### config.mk
export PLATFORM = sky130hd
export DESIGN_NAME = lsu_issue_queue
export DESIGN_NICKNAME = d
export VERILOG_FILES = /design/src/rtl/ooo_pkg.sv /design/src/rtl/age_matrix_select.sv /design/src/rtl/lsu_issue_queue.sv
export SDC_FILE = /design/constraint.sdc
export NUM_CORES = 1
export LEC_CHECK = 0
export ABC_AREA = 1
export CAP_MARGIN = 5
export CORE_MARGIN = 5
export CORE_UTILIZATION = 35
export CTS_BUF_LIST = sky130_fd_sc_hd__clkbuf_4 sky130_fd_sc_hd__clkbuf_8 sky130_fd_sc_hd__clkbuf_16
export DETAILED_ROUTE_END_ITERATION = 8
export GPL_TIMING_DRIVEN = 0
export SYNTH_ARGS = -nofsm -noshare
export SYNTH_HDL_FRONTEND = slang
export SYNTH_SLANG_ARGS = --single-unit
### constraint.sdc
create_clock -name clk -period 1.5 [get_ports clk]
set_input_delay 0.15 -clock clk [delete_from_list [all_inputs] [get_ports clk]]
set_output_delay 0.15 -clock clk [all_outputs]
set_load 0.1 [all_outputs]
### src/rtl/ooo_pkg.sv
// rtl/ooo_pkg.sv - shared out-of-order core types, FU codes and access-size encodings
package ooo_pkg;

  localparam logic [2:0] FU_LD = 3'd6;
  localparam logic [2:0] FU_ST = 3'd7;

  localparam logic [2:0] F3_LB  = 3'b000;
  localparam logic [2:0] F3_LH  = 3'b001;
  localparam logic [2:0] F3_LW  = 3'b010;
  localparam logic [2:0] F3_LBU = 3'b100;
  localparam logic [2:0] F3_LHU = 3'b101;
  localparam logic [2:0] F3_SB  = 3'b000;
  localparam logic [2:0] F3_SH  = 3'b001;
  localparam logic [2:0] F3_SW  = 3'b010;

  localparam int IQ_TAG_W = 7;
  localparam int IQ_ROB_W = 3;
  localparam int IQ_LSQ_W = 2;

  // Reference entry layout at the default core widths
  typedef struct packed {
    logic                is_st;
    logic [IQ_ROB_W-1:0] rob_idx;
    logic [IQ_LSQ_W-1:0] lsq_idx;
    logic [IQ_TAG_W-1:0] rs1_tag;
    logic [IQ_TAG_W-1:0] rs2_tag;
    logic                rdy1;
    logic                rdy2;
    logic [31:0]         imm;
    logic [2:0]          funct3;
  } lsu_iq_entry_t;

endpackage

### src/rtl/age_matrix_select.sv
// rtl/age_matrix_select.sv - oldest-first grant over a request vector using an age matrix
module age_matrix_select #(
  parameter int DEPTH = 4
) (
  input  logic             clk,
  input  logic             rst,
  input  logic [DEPTH-1:0] req,
  input  logic [DEPTH-1:0] alloc,
  input  logic [DEPTH-1:0] clear,
  output logic [DEPTH-1:0] grant,
  output logic             grant_valid
);

  // older[i][j] = 1 when slot i was allocated before slot j
  logic [DEPTH-1:0] older [DEPTH];

  // A new slot is younger than every other slot; relations with empty slots are
  // rewritten when those slots are next allocated, so no valid vector is needed.
  always_ff @(posedge clk or negedge rst) begin
    if (!rst) begin
      for (int i = 0; i < DEPTH; i++) older[i] <= '0;
    end else begin
      for (int i = 0; i < DEPTH; i++) begin
        for (int j = 0; j < DEPTH; j++) begin
          if (alloc[j] && (i != j)) older[i][j] <= 1'b1;
          else if (alloc[i] || clear[i]) older[i][j] <= 1'b0;
        end
      end
    end
  end

  always_comb begin
    grant = '0;
    for (int i = 0; i < DEPTH; i++) begin
      grant[i] = req[i];
      for (int j = 0; j < DEPTH; j++) begin
        if (req[j] && older[j][i]) grant[i] = 1'b0;
      end
    end
  end

  assign grant_valid = |req;

endmodule

### src/rtl/lsu_issue_queue.sv
// rtl/lsu_issue_queue.sv - load/store reservation station issuing the oldest ready op per cycle
module lsu_issue_queue
  import ooo_pkg::*;
#(
  parameter int DEPTH  = 4,
  parameter int TAG_W  = IQ_TAG_W,
  parameter int ROB_W  = IQ_ROB_W,
  parameter int LSQ_W  = IQ_LSQ_W,
  parameter int NUM_WB = 2
) (
  input  logic                    clk,
  input  logic                    rst,
  input  logic                    dc_valid,
  input  logic                    dc_is_st,
  input  logic [ROB_W-1:0]        dc_rob_idx,
  input  logic [LSQ_W-1:0]        dc_lsq_idx,
  input  logic [TAG_W-1:0]        dc_rs1_tag,
  input  logic [TAG_W-1:0]        dc_rs2_tag,
  input  logic                    dc_rs1_rdy,
  input  logic                    dc_rs2_rdy,
  input  logic [31:0]             dc_imm,
  input  logic [2:0]              dc_funct3,
  output logic                    dc_ready,
  input  logic [NUM_WB-1:0]       wb_valid,
  input  logic [NUM_WB*TAG_W-1:0] wb_tag,
  output logic                    is_valid,
  input  logic                    is_ready,
  output logic                    is_st,
  output logic [ROB_W-1:0]        is_rob_idx,
  output logic [LSQ_W-1:0]        is_lsq_idx,
  output logic [TAG_W-1:0]        is_rs1_tag,
  output logic [TAG_W-1:0]        is_rs2_tag,
  output logic [31:0]             is_imm,
  output logic [2:0]              is_funct3,
  input  logic                    mispredict,
  input  logic [(1<<ROB_W)-1:0]   flush_mask
);

  typedef struct packed {
    logic             is_st;
    logic [ROB_W-1:0] rob_idx;
    logic [LSQ_W-1:0] lsq_idx;
    logic [TAG_W-1:0] rs1_tag;
    logic [TAG_W-1:0] rs2_tag;
    logic             rdy1;
    logic             rdy2;
    logic [31:0]      imm;
    logic [2:0]       funct3;
  } entry_t;

  logic [DEPTH-1:0] valid_q;
  entry_t           ent_q [DEPTH];

  logic [DEPTH-1:0] alloc_oh;
  logic [DEPTH-1:0] alloc_vec;
  logic [DEPTH-1:0] req;
  logic [DEPTH-1:0] grant;
  logic [DEPTH-1:0] issue_clr;
  logic [DEPTH-1:0] flush_clr;
  logic             do_alloc;
  entry_t           new_ent;
  entry_t           sel;

  function automatic logic tag_hit(input logic [TAG_W-1:0] tag);
    tag_hit = 1'b0;
    for (int w = 0; w < NUM_WB; w++) begin
      if (wb_valid[w] && (wb_tag[w*TAG_W +: TAG_W] == tag)) tag_hit = 1'b1;
    end
  endfunction

  assign dc_ready = ~&valid_q;
  assign do_alloc = dc_valid & dc_ready & ~mispredict;

  always_comb begin
    alloc_oh = '0;
    for (int i = DEPTH - 1; i >= 0; i--) begin
      if (!valid_q[i]) begin
        alloc_oh    = '0;
        alloc_oh[i] = 1'b1;
      end
    end
  end

  assign alloc_vec = alloc_oh & {DEPTH{do_alloc}};

  // Loads have no data operand, so rdy2 starts set
  always_comb begin
    new_ent         = '0;
    new_ent.is_st   = dc_is_st;
    new_ent.rob_idx = dc_rob_idx;
    new_ent.lsq_idx = dc_lsq_idx;
    new_ent.rs1_tag = dc_rs1_tag;
    new_ent.rs2_tag = dc_rs2_tag;
    new_ent.rdy1    = dc_rs1_rdy | tag_hit(dc_rs1_tag);
    new_ent.rdy2    = ~dc_is_st | dc_rs2_rdy | tag_hit(dc_rs2_tag);
    new_ent.imm     = dc_imm;
    new_ent.funct3  = dc_funct3;
  end

  always_comb begin
    req       = '0;
    flush_clr = '0;
    for (int i = 0; i < DEPTH; i++) begin
      req[i]       = valid_q[i] & ent_q[i].rdy1 & ent_q[i].rdy2;
      flush_clr[i] = mispredict & valid_q[i] & flush_mask[ent_q[i].rob_idx];
    end
  end

  age_matrix_select #(.DEPTH(DEPTH)) u_age (
    .clk         (clk),
    .rst         (rst),
    .req         (req),
    .alloc       (alloc_vec),
    .clear       (issue_clr | flush_clr),
    .grant       (grant),
    .grant_valid (is_valid)
  );

  assign issue_clr = grant & {DEPTH{is_valid & is_ready}};

  always_ff @(posedge clk or negedge rst) begin
    if (!rst) begin
      valid_q <= '0;
      for (int i = 0; i < DEPTH; i++) ent_q[i] <= '0;
    end else begin
      for (int i = 0; i < DEPTH; i++) begin
        if (alloc_vec[i]) begin
          valid_q[i] <= 1'b1;
          ent_q[i]   <= new_ent;
        end else begin
          if (issue_clr[i] || flush_clr[i]) valid_q[i] <= 1'b0;
          if (tag_hit(ent_q[i].rs1_tag)) ent_q[i].rdy1 <= 1'b1;
          if (tag_hit(ent_q[i].rs2_tag)) ent_q[i].rdy2 <= 1'b1;
        end
      end
    end
  end

  always_comb begin
    sel = '0;
    for (int i = 0; i < DEPTH; i++) begin
      if (grant[i]) sel = ent_q[i];
    end
  end

  assign is_st      = sel.is_st;
  assign is_rob_idx = sel.rob_idx;
  assign is_lsq_idx = sel.lsq_idx;
  assign is_rs1_tag = sel.rs1_tag;
  assign is_rs2_tag = sel.rs2_tag;
  assign is_imm     = sel.imm;
  assign is_funct3  = sel.funct3;

endmodule

==> results.md, run 1 <==
| Stage | Metric | Value |
|---|---|---|
| setup path | Worst setup slack for register-to-register paths | -0.31 ns |
| route | Total via count in the routed design | 14,100 |
| sta | Final clock skew | 0.0160 ns |
| floorplanning | Cell row count | 72 |
| setup path | Destination of the critical timing path | is_rs2_tag[4] |
| place | Detail Placement HPWL | 37,300 um |
| route | M1 wire length | 23,500 um |
| logic synthesis | Total of flip-flops plus latches after synthesis | 244 |
| min path | Hold WC Path Type | input pin to async pin |
| sta | Peak Freq | 0.403 GHz |
| grt | Number of global-route vias before repair | 13,900 |
| setup path | Critical path cell sequence | inv_2 -> nor2_4 -> nand2_1 -> nand2_1 -> nor2_4 -> buf_8 -> buf_8 -> a21oi_2 -> nand2_1 -> nand2_2 -> nand2_8 -> buf_12 |
| setup path | Buffering stage count on the worst path with inverters included | 4 |
| clock network | TritonCTS sink count | 244 |
| logic synthesis | Post-synthesis instance total | 1,958 |
| sta | Setup-violating endpoint count in the final report | 294 |
| sta | Slew Limit Fails | 0 |
| finish | Share of final-layout standard cells stronger than drive strength 1 | 0.215 |
| setup path | Depth of the worst register-to-register path | 10 |
| logic synthesis | Share of the yosys chip area belonging to registers | 0.441 |
| setup path | Largest delay contributor family on the critical path | simple AND/OR/NAND/NOR gates |
| finish | Number of nets in the layout | 2,231 |
| place | Instance area after placement | 0.0170 sq mm |
| setup path | Worst path most repeated cell | sky130_fd_sc_hd__nand2_1 |
| setup path | Startpoint class of the critical path | flip-flop |
| finish | Fill count | 3,826 |
| floorplanning | DIE WIDTH | 209 um |
| clock network | Number of buffers on the longest clock path | 3 |
| sta | Final sum of negative setup slack | -84.14 ns |
| floorplanning | Top-level port count | 143 |
| sta | Final min period | 2.48 ns |
| run status | Failing checks | negative setup slack |
| route | Drt first pass iters | 8 |
| place | Count of input and output buffers | 138 |
| finish | Number of antenna cells inserted | 0 |
| setup path | CP startpoint | valid_q[3] |
| logic synthesis | Post-synthesis async set-or-reset flop share | 1.00 |
| setup path | Delay of the slowest cell on the worst path | 0.39 ns |
| route | Detail Route met2 WL | 25,100 um |
| route | Number of antenna-violating nets in the routed design | 0 |
| setup path | Capturing point of the worst reg2reg path | ent_q[35] |
| route | Total met3 wirelength after detailed routing | 3850 um |
| floorplanning | Core area | 0.0389 sq mm |
| grt | Total track usage | 0.240 |
| sta | Count of endpoints failing hold in the final timing report | 0 |
| grt | Global route overflow | 0 |
| finish | Layout overhead on the synthesized area | 40.0% |
| sta | Max transition margin | 0.385 |
| setup path | Crit Path Class | flip-flop to output pin |
| setup path | CP max FO | 10 |
| route | Vias per cell | 5.24 |
| grt | First-pass GRT wire length | 83,300 um |
| route | WL final | 54,000 um |
| pwr | Power after layout | 51.6 mW |
| logic synthesis | Avg Inst Size Synth | 7.07 sq um |
| logic synthesis | Area of the mapped netlist | 0.0138 sq mm |
| logic synthesis | Post-Synthesis Net Count | 2,044 |
| place | Number of cells in the design after placement | 2,616 |
| logic synthesis | Number of enable-type register cells in the synthesized netlist | 0 |
| pwr | Leakage power | 9.17 nW |
| sta | PnR worst setup slack | -0.979 ns |
| clock network | TritonCTS buffer count | 29 |
| clock network | Clk_lat worst skew | 0.56 ns |
| setup path | WP data arrival | 2.33 ns |
| clock network | TritonCTS clock tree | yes |
| route | DR WL/cell | 20.1 um |
| setup path | Setup crit end kind | output pin |
| setup path | Critical path's slowest cell | sky130_fd_sc_hd__dfrtp_1 |
| clock network | Clk pin slew, worst setup/hold paths | 0.07 ns |
| route | Initial DRC count | 1,249 |
| clock network | H-tree depth | 1 |
| setup path | Crit path required time | 1.35 ns |
| logic synthesis | Post-synthesis cell type count | 28 |
| setup path | Launching point of the worst reg2reg path | valid_q[1] |
| logic synthesis | Total number of yosys warnings | 0 |
| place | Weighted congestion at the end of routability-driven global placement | 0.947 |
| grt | Antenna violations before repair | 0 |
| clock network | Library cell used as clock root buffer | sky130_fd_sc_hd__clkbuf_16 |
| job | Number of violations of the max-capacitance limit | 0 |
| run status | Status | finished with violations |
| route | Top layer used by detailed routing | met4 |
| finish | Post-route standard cell area excluding fillers | 0.0194 sq mm |
| floorplanning | Initial Utilization | 0.356 |
| pwr | Maximum vdd ir drop | 2.21 mV |
| sta | Tcrit/Tclk final | 1.65 |
| finish | Final Non-Filler Cells | 2,684 |
| route | DRC violation count after routing | 0 |
| floorplanning | Die span in y | 209 um |
| floorplanning | Die footprint | 0.0436 sq mm |
| sta | RSZ-0062 raised after global routing | true |
| logic synthesis | Top flip-flop cell by instance count after synthesis | sky130_fd_sc_hd__dfrtp_1 |
| pwr | Power density over cell area | 2660 mW/mm^2 |
| sta | Pin slew with the least headroom to its limit | 0.922 ns |
| grt | Pin count of the biggest net entering global routing | 108 |
| setup path | Worst path depth | 12 |
worst register-to-register path, stage by stage (launching register included):
cell,delay [ns]
sky130_fd_sc_hd__dfrtp_1,0.41
sky130_fd_sc_hd__buf_4,0.17
sky130_fd_sc_hd__nand2_4,0.09
sky130_fd_sc_hd__nor2_4,0.05
sky130_fd_sc_hd__nand3_2,0.08
sky130_fd_sc_hd__buf_6,0.20
sky130_fd_sc_hd__inv_1,0.07
sky130_fd_sc_hd__nor2_1,0.23
sky130_fd_sc_hd__nand2_1,0.11
sky130_fd_sc_hd__nor2_2,0.18
sky130_fd_sc_hd__nor2_1,0.09
cell families (layout without fill, tap and decap cells):
logic type,count (synthesis),count (layout),synth area share
AO/OA/AOI/OAI,382,382,0.153
flip-flops,244,244,0.441
AND/OR/NAND/NOR,1002,1002,0.292
XOR/XNOR,23,23,0.0145
buffers and inverters,307,515,0.0999
sequential cells by signal, summed over array words and instances (netlist names):
register	flops
ent_q	228
u_age.older	12
valid_q	4
Yosys cell counts, drive strengths merged, types with 3 or more instances:
cell,instances,area share
nand2,782,0.21
dfrtp,244,0.44
o21ai,235,0.085
inv,190,0.052
a21oi,130,0.059
nand3,102,0.038
buf,87,0.040
nor2,78,0.023
nand4,33,0.015
clkbuf,23,0.0062
xnor2,23,0.015
o22ai,10,0.0045
clkinv,7,0.0019
o211ai,6,0.0033
nand3b,3,0.0016
nor3,3,0.0011
final cells by class:
cell class | instances | area, sq um | share of cell area
plain buffers | 109 | 1050 | 0.0543
clock buffers | 39 | 832 | 0.0429
clock inverters | 13 | 183 | 0.00942
repair buffers | 157 | 2190 | 0.113
well taps | 518 | 648 | 0.0334
flip-flops and latches | 244 | 6110 | 0.315
multi-input cells | 1407 | 7640 | 0.394
inverters | 197 | 742 | 0.0383
how the worst min path moves through the flow:
stage / startpoint / endpoint / slack, ns / depth (start not counted)
floorplan: rst / ent_q[0] / -0.15 / 0
global placement: ent_q[122] / ent_q[122] / 0.47 / 2
detailed placement: rst / ent_q[41] / 0.09 / 1
CTS: rst / ent_q[98] / 0.09 / 2
global route: rst / ent_q[158] / 0.11 / 2
finish: rst / ent_q[159] / 0.1 / 2
power breakdown:
part / internal, mW / switching (mW) / total, mW
clock network: 4.58 / 2.96 / 7.54
registers: 9.47 / 2.57 / 12.0
logic: 11.8 / 20.2 / 32.0
total: 25.9 / 25.7 / 51.6
per-stage QoR:
stage | hold slack (ns) | setup slack (ns) | utilization
after detailed placement | 0.0886 | -1.75 | 0.437
final | 0.0963 | -0.979 | 0.498
after global routing | 0.112 | -1.06 | 0.498
after CTS | 0.0944 | -0.969 | 0.487
after global placement | 0.465 | -10.78 | 0.435
after floorplan | -0.146 | -0.114 | -
metal layers:
metal,vias to the layer above,global-route usage
met1,6799,0.332
met2,571,0.392
met3,103,0.0408
met5,-,0
met4,0,0.0635
li1,6588,-
placed cells by master (no fill, tap or decap), types with 12 or more instances in the layout:
cell	n
sky130_fd_sc_hd__xnor2_1	23
sky130_fd_sc_hd__buf_2	22
sky130_fd_sc_hd__buf_12	59
sky130_fd_sc_hd__inv_1	183
sky130_fd_sc_hd__dfrtp_1	243
sky130_fd_sc_hd__a21oi_2	65
sky130_fd_sc_hd__buf_8	16
sky130_fd_sc_hd__o21ai_0	185
sky130_fd_sc_hd__nand2_8	55
sky130_fd_sc_hd__nand4_1	33
sky130_fd_sc_hd__o21ai_1	47
sky130_fd_sc_hd__nand3_1	93
sky130_fd_sc_hd__nor2_1	68
sky130_fd_sc_hd__a21oi_1	65
sky130_fd_sc_hd__buf_4	25
sky130_fd_sc_hd__buf_6	34
sky130_fd_sc_hd__nand2_2	81
sky130_fd_sc_hd__nand2_1	642
sky130_fd_sc_hd__clkbuf_8	12
sky130_fd_sc_hd__clkdlybuf4s50_1	80
sky130_fd_sc_hd__clkbuf_16	33
what timing repair did:
action	in CTS	in global routing
endpoints found under the hold margin	146	0
setup endpoints to repair	296	301
hold buffers	1	0
gates resized for setup	609	137
cloned	2	4
setup buffers	7	3
pin swaps	5	18
Power figures use the tool's default switching activity.
==> run 2: changes to the inputs <==
Settings changed: CORE_UTILIZATION 35 to 52, PLACE_DENSITY set to 0.75.
==> results.md, run 2 (synthesis results as in run 1) <==
| Stage | Metric | Value | Change |
|---|---|---|---|
| sta | Count of endpoints failing hold in the final timing report | 0 | unchanged |
| setup path | CP startpoint | valid_q[1] | was valid_q[3] |
| route | DRC violation count after routing | 0 | unchanged |
| pwr | Leakage power | 9.41 nW | was 9.17 nW |
| finish | Number of antenna cells inserted | 0 | unchanged |
| clock network | Clk pin slew, worst setup/hold paths | 0.06 ns | was 0.07 ns |
| finish | Registers with the most flip-flops | ent_q: 228 flops, u_age.older: 12 flops, valid_q: 4 flops | unchanged |
| sta | Setup-violating endpoint count in the final report | 288 | was 294 |
| setup path | Launching point of the worst reg2reg path | valid_q[1] | unchanged |
| finish | Commonest cells after routing, fill and taps aside | sky130_fd_sc_hd__nand2_1 (634), sky130_fd_sc_hd__dfrtp_1 (242), sky130_fd_sc_hd__inv_1 (182), sky130_fd_sc_hd__o21ai_0 (128), sky130_fd_sc_hd__nand3_1 (91) | was sky130_fd_sc_hd__nand2_1 (642), sky130_fd_sc_hd__dfrtp_1 (243), sky130_fd_sc_hd__o21ai_0 (185), sky130_fd_sc_hd__inv_1 (183), sky130_fd_sc_hd__nand3_1 (93) |
| route | Initial DRC count | 1,820 | was 1,249 |
| grt | Pin count of the biggest net entering global routing | 126 | was 108 |
| sta | RSZ-0062 raised after global routing | true | unchanged |
| floorplanning | Initial Utilization | 0.530 | was 0.356 |
| clock network | TritonCTS sink count | 244 | unchanged |
| finish | Layout overhead on the synthesized area | 42.2% | was 40.0% |
| pwr | Power density over cell area | 2680 mW/mm^2 | was 2660 mW/mm^2 |
| route | Vias per cell | 5.84 | was 5.24 |
| sta | Tcrit/Tclk final | 1.68 | was 1.65 |
| floorplanning | Die span in y | 173 um | was 209 um |
| grt | Total track usage | 0.328 | was 0.240 |
| place | Count of input and output buffers | 138 | unchanged |
| finish | Max FFs per register | 228 | unchanged |
| route | DR WL/cell | 20.7 um | was 20.1 um |
| finish | Most frequent standard cell in the layout excluding fill and tap cells | sky130_fd_sc_hd__nand2_1 | unchanged |
| sta | PnR worst setup slack | -1.02 ns | was -0.979 ns |
| clock network | Number of buffers on the longest clock path | 3 | unchanged |
| pwr | Maximum vdd ir drop | 3.18 mV | was 2.21 mV |
| grt | Number of global-route vias before repair | 14,000 | was 13,900 |
| setup path | Critical path's slowest cell | sky130_fd_sc_hd__dfrtp_1 | unchanged |
| setup path | Capturing point of the worst reg2reg path | ent_q[166] | was ent_q[35] |
| setup path | CP max FO | 10 | unchanged |
| clock network | TritonCTS buffer count | 28 | was 29 |
| clock network | Clk_lat worst skew | 0.55 ns | was 0.56 ns |
| setup path | Crit Path Class | flip-flop to output pin | unchanged |
| sta | Final sum of negative setup slack | -103.15 ns | was -84.14 ns |
| grt | Antenna violations before repair | 0 | unchanged |
| finish | Share of final-layout standard cells stronger than drive strength 1 | 0.240 | was 0.215 |
| route | Number of antenna-violating nets in the routed design | 0 | unchanged |
| clock network | Library cell used as clock root buffer | sky130_fd_sc_hd__clkbuf_16 | unchanged |
| floorplanning | Core area | 0.0261 sq mm | was 0.0389 sq mm |
| setup path | Startpoint class of the critical path | flip-flop | unchanged |
| job | Number of violations of the max-capacitance limit | 0 | unchanged |
| setup path | Worst path most repeated cell | sky130_fd_sc_hd__buf_12 | was sky130_fd_sc_hd__nand2_1 |
| grt | First-pass GRT wire length | 79,000 um | was 83,300 um |
| setup path | Critical path cell sequence | nand3_2 -> inv_2 -> nand2_2 -> nand2_4 -> nor2_4 -> buf_12 -> buf_12 -> a21oi_2 -> nand2_1 -> nand2_2 -> nand2_8 -> buf_12 | was inv_2 -> nor2_4 -> nand2_1 -> nand2_1 -> nor2_4 -> buf_8 -> buf_8 -> a21oi_2 -> nand2_1 -> nand2_2 -> nand2_8 -> buf_12 |
| finish | Number of nets in the layout | 2,246 | was 2,231 |
| clock network | TritonCTS clock tree | yes | unchanged |
| place | Weighted congestion at the end of routability-driven global placement | 0.989 | was 0.947 |
| route | Total via count in the routed design | 14,700 | was 14,100 |
| min path | Hold WC Path Type | input pin to async pin | unchanged |
| setup path | Depth of the worst register-to-register path | 9 | was 10 |
| sta | Max transition margin | 0.645 | was 0.385 |
| sta | Slew Limit Fails | 0 | unchanged |
| floorplanning | Die footprint | 0.0300 sq mm | was 0.0436 sq mm |
| setup path | Delay of the slowest cell on the worst path | 0.42 ns | was 0.39 ns |
| setup path | Largest delay contributor family on the critical path | simple AND/OR/NAND/NOR gates | unchanged |
| run status | Status | finished with violations | unchanged |
| finish | Biggest register | ent_q | unchanged |
| setup path | Setup crit end kind | output pin | unchanged |
| grt | Global route overflow | 0 | unchanged |
| place | Setup slack after placement | -1.59 ns | was -1.75 ns |
| route | WL final | 52,100 um | was 54,000 um |
| setup path | Crit path required time | 1.35 ns | about the same |
| place | Detail Placement HPWL | 34,100 um | was 37,300 um |
| setup path | Worst setup slack for register-to-register paths | -0.37 ns | was -0.31 ns |
| floorplanning | Cell row count | 59 | was 72 |
| setup path | WP data arrival | 2.37 ns | was 2.33 ns |
| route | Drt first pass iters | 6 | was 8 |
| clock network | H-tree depth | 1 | unchanged |
| sta | Pin slew with the least headroom to its limit | 0.532 ns | was 0.922 ns |
| setup path | Buffering stage count on the worst path with inverters included | 4 | unchanged |
| run status | Failing checks | negative setup slack | unchanged |
| sta | Peak Freq | 0.396 GHz | was 0.403 GHz |
| sta | Final min period | 2.52 ns | was 2.48 ns |
| floorplanning | DIE WIDTH | 173 um | was 209 um |
| sta | Final clock skew | 0.0184 ns | was 0.0160 ns |
| floorplanning | Top-level port count | 143 | unchanged |
run 2: cell types whose count changed in the layout (fill, tap and decap cells not counted), sizes merged:
cell      change
clkbuf       -17
inv           -1
clkinv        +3
bufinv        +1
buf          +27
clkinvlp      +3
run 2: cell type report:
class	instances	area [sq um]
Buffer	109	1180
Clock buffer	33	763
Clock inverter	19	249
Fill cell	1881	6440
Inverter	197	748
Multi-Input combinational cell	1407	7820
Sequential cell	244	6110
Tap cell	335	419
Timing Repair Buffer	173	2400
run 2: worst max-delay path by stage:
stage,to,slack [ns],depth (start not counted)
2_1_floorplan,is_lsq_idx[0],-0.11,11
3_3_place_gp,ent_q[53],-10.32,1
3_5_place_dp,is_rs1_tag[0],-1.59,9
4_1_cts,is_imm[13],-0.96,11
5_1_grt,is_imm[17],-1.08,11
6_report,is_rs2_tag[1],-1.02,12
run 2: report_power, final:
| part | switching (mW) | leakage (nW) | internal (mW) | total [mW] |
|---|---|---|---|---|
| Sequential | 2.64 | 3.08 | 9.48 | 12.1 |
| Combinational | 20.7 | 5.83 | 12.5 | 33.1 |
| Clock | 2.94 | 0.498 | 4.52 | 7.46 |
run 2: metrics by stage:
stage          hold WS, ns  total power, mW  instances   util  cell area, sq um
5_1_grt             0.0576             55.2       2517  0.754             19700
3_5_place_dp       0.00408             38.9       2433  0.642             16800
6_report            0.0261             52.7       2517  0.754             19700
4_1_cts             0.0176             50.1       2495  0.714             18700
2_1_floorplan       -0.146             32.8       1958      -             14900
3_3_place_gp         0.466             38.4       2431  0.639             16700
run 2: what timing repair did:
item	4_1_cts	5_1_grt
endpoints found under the hold margin	119	0
pin swaps	0	30
cloned	3	6
setup buffers	6	18
setup endpoints to repair	296	426
hold buffers	1	0
gates resized for setup	607	336
run 2: metal layers:
metal | part of all wire | global-route usage
met2 | 0.47 | 0.527
met5 | 0 | 0
met4 | 0.044 | 0.111
met1 | 0.40 | 0.452
met3 | 0.093 | 0.0566
